### config.mk
export PLATFORM = sky130hd
export DESIGN_NAME = instruction_loader
export DESIGN_NICKNAME = d
export VERILOG_FILES = /design/src/rtl/instruction_loader.sv
export SDC_FILE = /design/constraint.sdc
export NUM_CORES = 1
export LEC_CHECK = 0
export CAP_MARGIN = 0
export CORE_UTILIZATION = 53
export DETAILED_ROUTE_END_ITERATION = 10
export PLACE_DENSITY = 0.86
export SYNTH_ARGS = -nofsm -noshare
export SYNTH_HDL_FRONTEND = slang
export SYNTH_SLANG_ARGS = --single-unit
### constraint.sdc
create_clock -name clk -period 3.01 [get_ports clk]
set_input_delay 0.301 -clock clk [delete_from_list [all_inputs] [get_ports clk]]
set_output_delay 0.301 -clock clk [all_outputs]
set_load 0.01 [all_outputs]
### src/rtl/instruction_loader.sv
// rtl/instruction_loader.sv - boot-time byte-stream loader that writes words into instruction memory
module instruction_loader #(
   parameter logic [31:0] BASE_ADDR = 32'h0000_0000,
   parameter int          MAX_WORDS = 1024
) (
   input  logic        clk,
   input  logic        reset,
   input  logic        start,
   input  logic [7:0]  byte_in,
   input  logic        byte_valid,
   output logic        byte_ready,
   output logic        mem_we,
   output logic [31:0] mem_addr,
   output logic [31:0] mem_wdata,
   output logic [15:0] words_loaded,
   output logic        cpu_hold,
   output logic        done,
   output logic        error
);

   typedef enum logic [2:0] {
      S_IDLE   = 3'd0,
      S_LEN_HI = 3'd1,
      S_LEN_LO = 3'd2,
      S_DATA   = 3'd3,
      S_WRITE  = 3'd4,
      S_CHECK  = 3'd5,
      S_DONE   = 3'd6,
      S_ERROR  = 3'd7
   } state_t;

   localparam logic [16:0] MAX_COUNT = 17'(MAX_WORDS);

   state_t      state;
   state_t      state_next;
   logic [15:0] count;
   logic [1:0]  byte_idx;
   logic [7:0]  checksum;
   logic [31:0] word_reg;
   logic        xfer;
   logic [15:0] count_full;
   logic [16:0] words_next;

   assign xfer       = byte_valid && byte_ready;
   // The low header byte is still on the bus when the length is judged.
   assign count_full = {count[15:8], byte_in};
   assign words_next = {1'b0, words_loaded} + 17'd1;
   // The shift register doubles as the write-data holding register.
   assign mem_wdata  = word_reg;

   // State register.
   always_ff @(posedge clk) begin
      if (reset) begin
         state <= S_IDLE;
      end else begin
         state <= state_next;
      end
   end

   // Next-state decode from handshake, header length and checksum.
   always_comb begin
      state_next = state;
      case (state)
         S_IDLE, S_DONE, S_ERROR: begin
            if (start) state_next = S_LEN_HI;
         end
         S_LEN_HI: begin
            if (xfer) state_next = S_LEN_LO;
         end
         S_LEN_LO: begin
            if (xfer) begin
               if ({1'b0, count_full} > MAX_COUNT) state_next = S_ERROR;
               else if (count_full == 16'd0)       state_next = S_CHECK;
               else                                state_next = S_DATA;
            end
         end
         S_DATA: begin
            if (xfer && byte_idx == 2'd3) state_next = S_WRITE;
         end
         S_WRITE: begin
            if (words_next < {1'b0, count}) state_next = S_DATA;
            else                            state_next = S_CHECK;
         end
         S_CHECK: begin
            if (xfer) state_next = (byte_in == checksum) ? S_DONE : S_ERROR;
         end
         default: state_next = S_IDLE;
      endcase
   end

   // Moore outputs decoded from the current state.
   always_comb begin
      byte_ready = 1'b0;
      mem_we     = 1'b0;
      done       = 1'b0;
      error      = 1'b0;
      cpu_hold   = 1'b1;
      case (state)
         S_LEN_HI, S_LEN_LO, S_DATA, S_CHECK: byte_ready = 1'b1;
         S_WRITE: mem_we = 1'b1;
         S_DONE: begin
            done     = 1'b1;
            cpu_hold = 1'b0;
         end
         S_ERROR: error = 1'b1;
         default: ;
      endcase
   end

   // Datapath: header capture, word assembly, checksum and address/count stepping.
   always_ff @(posedge clk) begin
      if (reset) begin
         count        <= 16'd0;
         byte_idx     <= 2'd0;
         checksum     <= 8'd0;
         word_reg     <= 32'd0;
         mem_addr     <= BASE_ADDR;
         words_loaded <= 16'd0;
      end else begin
         case (state)
            S_IDLE, S_DONE, S_ERROR: begin
               if (start) begin
                  count        <= 16'd0;
                  byte_idx     <= 2'd0;
                  checksum     <= 8'd0;
                  mem_addr     <= BASE_ADDR;
                  words_loaded <= 16'd0;
               end
            end
            S_LEN_HI: begin
               if (xfer) count[15:8] <= byte_in;
            end
            S_LEN_LO: begin
               if (xfer) begin
                  count[7:0] <= byte_in;
                  byte_idx   <= 2'd0;
               end
            end
            S_DATA: begin
               if (xfer) begin
                  word_reg <= {word_reg[23:0], byte_in};
                  checksum <= checksum ^ byte_in;
                  byte_idx <= byte_idx + 2'd1;
               end
            end
            S_WRITE: begin
               mem_addr     <= mem_addr + 32'd4;
               words_loaded <= words_loaded + 16'd1;
            end
            default: ;
         endcase
      end
   end

endmodule

* After elaboration in Yosys (flattened, before gate mapping) *
Index checks and enable logic that the tools add are counted.

word-level totals
  register bits = 109
  latch bits = 0
  bits in writable memories = 0
  bits in read-only memories = 0
  input port bits = 12
  output and inout port bits = 85
  logic and storage cells = 77
  memories = 0

cells by class
  add/subtract/negate cells = 4
  multipliers = 0
  divide/modulo/power cells = 0
  order comparisons = 2
  eq/ne operators = 15
  shift operators = 0
  muxes and demuxes = 29
  bitwise gates (word level) = 1
  reductions and logical operators = 18

operators by type and width
  cell                                                   count
  case mux 32 bit (2 select lines)                       1
  case mux 8 bit (2 select lines)                        3
  adder 32 x 3 -> 32 bit (second input constant)         1
  two-way mux 32 bit                                     1
  case mux 16 bit (2 select lines)                       1
  two-way mux 3 bit                                      8
  two-way mux 8 bit                                      3
  case mux 3 bit (6 select lines)                        1
  adder 16 x 1 -> 17 bit (second input constant)         1
  less-than comparator 17 x 16 -> 1 bit                  1
  adder 16 x 1 -> 16 bit (second input constant)         1
  > comparator 16 x 11 -> 1 bit (second input constant)  1
  logical NOT 16 bit                                     1
  two-way mux 16 bit                                     1
  == test 3 bit (second input constant)                  4
  != test 2 bit (second input constant)                  6
  AND reduction 3 bit                                    3
  == test 8 bit                                          1
  nonzero test 2 bit                                     4
  XOR 8 bit                                              1
  == test 3 x 2 -> 1 bit (second input constant)         2
  two-way mux 1 bit                                      6
  two-way mux 2 bit                                      3
  case mux 2 bit (3 select lines)                        1
  11 further kinds                                       13

* Depth between registers and ports, before layout *
Gate-level depths: netlist of the first run.

  depth after elaboration = 7
  gate-level depth with buffers = 11
  mapped depth without buffers = 11

* Worst setup path after synthesis of the first run *
No wires, ideal clock.

  kind = register -> register
  start point = register words_loaded[0]
  end point = register state[2]
  setup time = 0.133 ns
  arrival time = 2.716 ns
  required time = 2.877 ns
  slack = 0.161 ns
  cell stages (with the launch flop) = 12
  path buffers = 0
  clock period less this slack = 2.849 ns
  cell sequence = dfxtp_1 -> ha_1 -> nand2_1 -> nor4b_1 -> nand3_1 -> xnor2_1 -> ha_1 -> a21o_1 -> a21o_1 -> a221oi_1 -> a31o_2 -> a31oi_1

between the ends
  longest elaborated chain between the ends = 4

ends and longest elaborated chain
  element                                line  text
  start: declaration                     15    output logic [15:0] words_loaded,
  start signal: assignment               148   words_loaded <= words_loaded + 16'd1;
  adder 16 x 1 -> 17 bit                 47    assign words_next = {1'b0, words_loaded} + 17'd1;
  less-than comparator 17 x 16 -> 1 bit  81    if (words_next < {1'b0, count}) state_next = S_DATA;
  two-way mux 3 bit                      81
  case mux 3 bit (6 select lines)        63    case (state)
  end signal: assignment                 56    state <= state_next;
  end: declaration                       34    state_t state;

No other way between the ends.
A chain may end at the register's enable or synchronous reset.

* Worst setup path in the final report of the first run *
  start point = register words_loaded[3]
  end point = register state[2]

The elaborated chain is that of the path after synthesis.

==> flow_summary.yaml, run 1 <==
floorplanning:
  die_y_um: 104
  core_um2: 9910
  rows: 36
  dieWidth_um: 104
  start_util: 0.552
  num_io_pins: 97
  die-area_um2: 10700
route:
  antenna_left: 0
  drt_iter0_markers: 242
  drcViolationCount: 0
  wl_per_cell_um: 15.4
  firstDrtPassIters: 4
  vias: 5421
  drt-total-wl_um: 14100
  viasPerCell: 5.89
flow_run:
  cap_viol_max_count: 0
hold_path:
  hold_path_startpoint: "reset"
  hold_path_depth: 2
  min_to: "mem_addr[2]"
  worstHoldPathType: "in -> reg"
clocking:
  clkLatencyLatePin_ns: 0.38
  cts_root_buf: "clkbuf_8"
  cts_tree: "yes"
  path_clk_slew_ns: 0.12
  hold_buffers: 0
  cts_inserted_buffers: 9
  clockBufferDepth: 2
  cts_sinks: 107
  htreeDepth: 3
cells_and_area:
  final_cell_mix: "111 x nand2_1, 107 x dfxtp_1, 100 x a21oi_1"
  syn_to_final_growth_pct: 23.2
  design_area_um2: 6740
  fillers: 834
  layout.nets: 813
  utilization: 0.680
  mostFrequentLayoutCell: "nand2_1"
  drive_gt1_frac: 0.0685
  antennaDiodeCount: 0
  final_cells: 921
setup_path:
  path_max_fanout: 7
  rrSetupSlack_ns: 0.16
  cp_slowest_stage_delay_ns: 0.49
  reg2reg_from: "words_loaded[3]"
  crit_path_top_delay_cell: "dfxtp_1"
  endpoint_kind: "flip-flop"
  cp-start-kind: "flip-flop"
  crit_chain: "nand3_1 -> nor4b_4 -> buf_4 -> xor2_1 -> ha_1 -> a21oi_1 -> o21ai_0 -> a221oi_2 -> a31o_2 -> a31oi_1"
  worstReg2RegEnd: "state[2]"
  arrival_ns: 3.10
  path_class: "reg -> reg"
  crit_required_ns: 3.26
  ff2ff_path_depth: 10
yosys:
  synth_enable_flop_cells: 0
  syn-cell-area_um2: 5470
  async_flop_share: 0
  avgSynthCellArea_um2: 7.74
  synth_ff_type: "dfxtp_1"
  ys_top_cells_by_area: "dfxtp_1 39%, a21oi_1 9.1%, nand2_1 7.6%"
  synth_cell_types: 62
  ys_seq_elements: 107
  synth_top_area_frac: 0.391
  yosysTopAreaCell: "dfxtp_1"
  ys_seq_area_frac: 0.391
  ys_warn_count: 0
  syn_inst: 707
pwr:
  p_leak_nw: 2.39
  vdd_drop_max_uv: 359
  p_total_mw: 3.27
  power.density_nw_per_um2: 486
timing:
  fin_crit_ns: 2.85
  fmax_ghz: 0.351
  setup_viol: 0
  postLayoutSetupSlackWorst_ns: 0.160
  relSlewSlack: 0.608
  slew_viol_final: 0
  final.setup.tns_ns: 0
  tightest_slew_ns: 0.583
  finalHoldViolCount: 0
  skew_ns: 0.0136
  post-route-period-util: 0.947
  holdWs_ns: 0.325
global_routing:
  grt-ovfl-total: 0
  grt_pass1_vias: 5156
  grtUsageTotal: 0.264
  grt_max_degree: 47
  grt_pass1_wl_um: 23600
  antenna_found_initial: 0
placed_design:
  port_buffers: 94
  gp_congestion: 0.816
  placed_area_um2: 6490
  dp_hpwl_um: 9830
  pre_cts_slack_ns: 0.0972
  placed_cells: 902
run_status:
  outcome: "completed"
## flip-flops by register name, summed over array words and instances (netlist names)
name          flops
count            16
state             3
words_loaded     16
mem_addr         30
mem_wdata        32
byte_idx          2
checksum          8
## worst max-delay path: cells and delay by family, from the launching register on
family          cells  cell delay [ns]
flops               1             0.49
fa+ha+maj           1             0.29
buf+inv             1             0.19
compound gates      5             0.79
simple gates        2             0.75
xor+xnor            1             0.20
## worst max path at each step
| stage | start | to | cells after the start |
|---|---|---|---|
| floorplan | words_loaded[0] | state[2] | 11 |
| global placement | words_loaded[1] | state[2] | 11 |
| detailed placement | words_loaded[1] | state[2] | 11 |
| CTS | words_loaded[1] | state[2] | 11 |
| global route | words_loaded[3] | state[2] | 10 |
| finish | words_loaded[3] | state[2] | 10 |
## power by group
group          internal (mW)  leakage, nW  switching [mW]  total, mW
Sequential              1.46        0.862          0.0869       1.55
Clock                  0.332        0.102           0.565      0.898
Combinational          0.294         1.42           0.532      0.826
## cells by family after synthesis
group	Yosys count	share of synthesized area
AOI/OAI and AO/OA	173	0.187
buffers and inverters	74	0.0549
muxes	5	0.00983
DFF	107	0.391
and+or+nand+nor	306	0.279
other	1	0.000685
xor gates and xnor gates	23	0.0368
adders and majority gates	18	0.0412
## layer usage
layer  track usage  routed length (um)  vias up  part of all wire
met3        0.0535                1030       24             0.073
met4         0.117                 231        0             0.016
met2         0.454                7050      211              0.50
met5             0                   0        -                 0
li1              -                   -     2637                 -
met1         0.318                5830     2549              0.41
## synth_stat cells (3+ instances only)
master      n
xor2_1     16
nand3b_1   12
nand3_1    49
nand2_1   111
a31o_2      3
a31oi_1     3
or3_1       9
nor3_1      7
ha_1       18
a41oi_1     3
o21ai_0    23
and3_1      8
nor2_1     50
nor4_1      7
clkbuf_1   37
nand4_1    13
nand2b_1    4
or4_1       7
mux2_2      3
o311ai_0    7
buf_4       3
nand4b_1    3
a21boi_0    3
inv_1      25
a311oi_1    6
and2_1      7
dfxtp_1   107
and4_1      4
o211ai_1    5
a21oi_1   100
o21a_1      3
a21o_1      3
buf_2       8
xnor2_1     7
## what timing repair did
item,in CTS,in global routing
setup buffers,0,3
cloned,0,0
gates resized for setup,1,3
endpoints found under the setup margin,2,2
pin swaps,0,1
## final cells by class
type / count / area [um^2] / share of cell area
Clock buffer: 9 / 124 / 0.0184
Clock inverter: 7 / 73.8 / 0.0110
Inverter: 25 / 93.8 / 0.0139
Multi-Input combinational cell: 527 / 3060 / 0.454
Sequential cell: 107 / 2140 / 0.318
Tap cell: 133 / 166 / 0.0247
Timing Repair Buffer: 113 / 1080 / 0.160
Note: power is estimated with default switching activity, not from simulation.
==> run 2, diff against run 1 <==
--- a/config.mk
+++ b/config.mk
@@ -7,8 +7,9 @@
 export LEC_CHECK = 0
 export CAP_MARGIN = 0
 export CORE_UTILIZATION = 53
+export CTS_CLUSTER_DIAMETER = 30
 export DETAILED_ROUTE_END_ITERATION = 10
-export PLACE_DENSITY = 0.86
+export PLACE_DENSITY = 0.83
 export SYNTH_ARGS = -nofsm -noshare
 export SYNTH_HDL_FRONTEND = slang
 export SYNTH_SLANG_ARGS = --single-unit
==> run 2 against run 1 <==
- first-iteration DRC count did not move
- worst setup slack improved by 0.019 ns
- power fell by 0.76%
- sequential share of layout area rose by 0.23 points
- clock power fell by 2.7%
- maximum frequency rose by 0.65%
- critical endpoint unchanged
==> flow_summary.yaml, run 2 (synthesis gave the netlist of run 1 again) <==
global_routing:
  met1_usage: 0.312
  globalRoute.busiestLayer: "met2"
  grtUsageTotal: 0.262
  grt_max_degree: 86
  grt_pass1_wl_um: 23600
  antenna_found_initial: 0
  grt-ovfl-total: 0
  use_met3: 0.0453
  grtUsageMet2: 0.458
  grt_pass1_vias: 5131
timing:
  skew_ns: 0.0160
  finalHoldViolCount: 0
  final.setup.tns_ns: 0
  setup_viol: 0
  post-route-period-util: 0.941
  slew_viol_final: 0
  fmax_ghz: 0.353
  tightest_slew_ns: 0.568
  relSlewSlack: 0.621
  fin_crit_ns: 2.83
route:
  vias: 5415
  firstDrtPassIters: 4
  viasPerCell: 5.91
  drt_iter0_markers: 242
  antenna_left: 0
  drcViolationCount: 0
  drt-total-wl_um: 14100
  wl_per_cell_um: 15.4
cells_and_area:
  mostFrequentLayoutCell: "nand2_1"
  largest_register_ff_count: 32
  final_cell_mix: "111 x nand2_1, 106 x dfxtp_1, 100 x a21oi_1"
  layout.nets: 808
  design_area_um2: 6700
  syn_to_final_growth_pct: 22.4
  antennaDiodeCount: 0
  drive_gt1_frac: 0.0639
  utilization: 0.676
  final_cells: 916
pwr:
  vdd_drop_max_uv: 358
  p_total_mw: 3.25
  p_leak_nw: 2.33
  power.density_nw_per_um2: 485
clocking:
  hold_buffers: 0
  htreeDepth: 3
  cts_root_buf: "clkbuf_8"
  clockBufferDepth: 2
  cts_inserted_buffers: 9
  cts_setup_buffers: 0
  clkLatencyLatePin_ns: 0.39
  cts_sinks: 107
  cts_tree: "yes"
  path_clk_slew_ns: 0.11
placed_design:
  placed_cells: 900
  port_buffers: 94
  gp_congestion: 0.806
  dp_hpwl_um: 9780
  placed_area_um2: 6490
flow_run:
  cap_viol_max_count: 0
setup_path:
  path_max_fanout: 7
  crit_required_ns: 3.28
  arrival_ns: 3.10
  cp-start-kind: "flip-flop"
  endpoint_kind: "flip-flop"
  path_class: "reg -> reg"
floorplanning:
  die-area_um2: 10700
  start_util: 0.552
  dieWidth_um: 104
  rows: 36
  num_io_pins: 97
  die_y_um: 104
  core_um2: 9910
run_status:
  outcome: "completed"
hold_path:
  worstHoldPathType: "in -> reg"
-- run 2: metrics by stage --
step	hold WS, ns	worst slack (ns)
final	0.323	0.178
after global routing	0.329	-0.0215
after CTS	0.317	0.0505
after detailed placement	0.446	0.0596
after global placement	0.442	0.148
after floorplan	0.432	0.161
-- run 2: worst max-delay path, stage by stage (launching register included) --
cell and delay (ns):
dfxtp_1 0.46, nand3_1 0.31, nor4b_2 0.39, buf_4 0.17, xor2_1 0.22, ha_1 0.30, a21oi_1 0.14, o21ai_0 0.10
a221oi_1 0.34, a31o_2 0.20, a31oi_1 0.08
-- run 2: layout make-up --
cell class / instances / area [um^2]
Multi-Input combinational cell: 527 / 3050
Sequential cell: 107 / 2140
Fill cell: 812 / 3210
Timing Repair Buffer: 108 / 1050
Clock inverter: 7 / 65.1
Tap cell: 133 / 166
Clock buffer: 9 / 124
Inverter: 25 / 93.8
-- run 2: final timing paths --
check,endpoint,from,slack [ns],depth (start not counted)
worst max register to register,state[2],words_loaded[3],0.18,10
worst max-delay path,state[2],words_loaded[3],0.18,10
worst min register to register,count[13],count[13],0.46,2
worst min-delay path,mem_addr[2],reset,0.32,2
-- run 2: report_power, final --
part           total (mW)  switching (mW)  internal, mW
combinational       0.823           0.529         0.294
clock               0.874           0.550         0.323
sequential           1.55          0.0888          1.46
-- run 2: layer usage --
metal | part of all wire | vias to the layer above | wire length (um)
met5 | 0 | - | 0
met4 | 0.028 | 0 | 388
met3 | 0.062 | 32 | 869
met2 | 0.50 | 195 | 6990
met1 | 0.41 | 2555 | 5830
li1 | - | 2633 | -
-- run 2: repair_timing --
| item | 4_1_cts | 5_1_grt |
|---|---|---|
| setup endpoints to repair | 0 | 2 |
| endpoints found under the hold margin | 0 | 0 |
| gates resized for setup | 0 | 4 |
==> run 3, diff against run 2 <==
==> constraint.sdc (replaced) <==
create_clock -name clk -period 3.01 [get_ports clk]
set_input_delay 0.602 -clock clk [delete_from_list [all_inputs] [get_ports clk]]
set_output_delay 0.602 -clock clk [all_outputs]
set_load 0.01 [all_outputs]
==> run 3 against run 2 <==
- sequential share of layout area decreased by 0.17 points
- wire length down 2.2%
- register-to-register slack better by 0.02 ns
- sequential cell count stayed put
- utilization up 0.32 points
- final cell count is 0.44% higher
- clock power barely moved
- clock-buffer cell count is the same
- largest cell class unchanged
- largest power group unchanged
==> flow_summary.yaml, run 3 (synthesis gave the netlist of run 1 again) <==
run_status:
  outcome: "completed"
setup_path:
  cp_slowest_stage_delay_ns: 0.43
  cp_num_buf_inv: 1
  crit_family: "compound AO/OA/AOI/OAI gates"
  crit_chain: "ha_2 -> nand2_1 -> nor4b_2 -> buf_4 -> xor2_1 -> ha_1 -> a21oi_1 -> o21ai_0 -> a221oi_1 -> a31o_2 -> a31oi_1"
  path_class: "reg -> reg"
  crit_path_top_delay_cell: "dfxtp_1"
  path_max_fanout: 6
  cp-start-kind: "flip-flop"
  crit_required_ns: 3.28
  arrival_ns: 3.08
  endpoint_kind: "flip-flop"
timing:
  relSlewSlack: 0.624
  skew_ns: 0.00940
  finalHoldViolCount: 0
  tightest_slew_ns: 0.563
  fin_crit_ns: 2.81
  rsz0062_at_grt: "false"
  holdWs_ns: 0.461
  postLayoutSetupSlackWorst_ns: 0.201
  final.setup.tns_ns: 0
  setup_viol: 0
  post-route-period-util: 0.933
  fmax_ghz: 0.356
  slew_viol_final: 0
route:
  wl_per_cell_um: 15.0
  vias: 5418
  drcViolationCount: 0
  antenna_left: 0
  drt_iter0_markers: 290
  viasPerCell: 5.89
  firstDrtPassIters: 4
  drt-total-wl_um: 13800
clocking:
  cts_root_buf: "clkbuf_8"
  htreeDepth: 3
  clockBufferDepth: 2
  cts_inserted_buffers: 9
  path_clk_slew_ns: 0.11
  cts_sinks: 107
  cts_tree: "yes"
  clkLatencyLatePin_ns: 0.39
  hold_buffers: 0
global_routing:
  grt_max_degree: 87
  grtUsageTotal: 0.256
  grt_pass1_wl_um: 23000
  grt-ovfl-total: 0
  grt_pass1_vias: 4945
  antenna_found_initial: 0
floorplanning:
  start_util: 0.552
  num_io_pins: 97
  rows: 36
  die_y_um: 104
  core_um2: 9910
  die-area_um2: 10700
  dieWidth_um: 104
pwr:
  clkPwrFrac: 0.267
  p_total_mw: 3.27
  p_leak_nw: 2.36
  power_frac_seq: 0.475
  p_int_mw: 2.10
  sw_frac_of_total: 0.357
  switching_power_mw: 1.17
  power.density_nw_per_um2: 485
  vdd_drop_max_uv: 405
  p_comb_frac: 0.258
cells_and_area:
  antennaDiodeCount: 0
  layout.nets: 812
  design_area_um2: 6730
  fillers: 803
  largest_register_ff_count: 32
  final_cell_mix: "111 x nand2_1, 107 x dfxtp_1, 100 x a21oi_1"
  drive_gt1_frac: 0.0673
  final_cells: 920
  utilization: 0.679
  mostFrequentLayoutCell: "nand2_1"
  syn_to_final_growth_pct: 23.0
placed_design:
  port_buffers: 94
  placed_area_um2: 6510
  gp_congestion: 0.799
  dp_hpwl_um: 9590
  pre_cts_slack_ns: 0.0983
  placed_cells: 902
hold_path:
  worstHoldPathType: "reg -> reg"
flow_run:
  cap_viol_max_count: 0
-- run 3: layout make-up --
class | instances | area [um^2] | area share
clock inverters | 7 | 67.6 | 0.0100
flip-flops and latches | 107 | 2140 | 0.318
clock buffers | 9 | 124 | 0.0184
multi-input cells | 527 | 3050 | 0.453
well taps | 133 | 166 | 0.0247
inverters | 25 | 93.8 | 0.0139
repair buffers | 112 | 1080 | 0.161
-- run 3: timing repair --
action,4_1_cts,5_1_grt
setup buffers,0,2
gates resized for setup,0,3
endpoints found under the setup margin,0,2
-- run 3: power groups by stage --
stage | Sequential, mW | Clock, mW | Combinational (mW)
floorplan | 1.53 | 0 | 0.610
global placement | 1.58 | 0 | 0.809
detailed placement | 1.58 | 0 | 0.830
CTS | 1.55 | 0.889 | 0.837
global route | 1.57 | 0.943 | 0.928
finish | 1.55 | 0.871 | 0.842
-- run 3: path summary, 6_finish.rpt --
check             startpoint   endpoint  slack (ns)  depth (start not counted)
max          words_loaded[0]   state[2]        0.20                         11
min                count[15]  count[15]        0.46                          2
max reg2reg  words_loaded[0]   state[2]        0.20                         11
min reg2reg        count[15]  count[15]        0.46                          2
-- run 3: worst reg2reg max path: cells and delay by family, from the launching register on --
| family | cells | cell delay (ns) |
|---|---|---|
| AO/OA/AOI/OAI | 5 | 0.88 |
| adder cells (fa/ha/maj) | 2 | 0.54 |
| XOR/XNOR | 1 | 0.19 |
| buffers and inverters | 1 | 0.17 |
| AND/OR/NAND/NOR | 2 | 0.47 |
| flip-flops | 1 | 0.43 |
-- run 3: metal layers --
layer  track usage  part of all wire  wire length (um)
met4        0.0776             0.016               223
met5             0                 0                 0
met1         0.321              0.42              5850
met3        0.0497             0.061               837
met2         0.443              0.50              6870
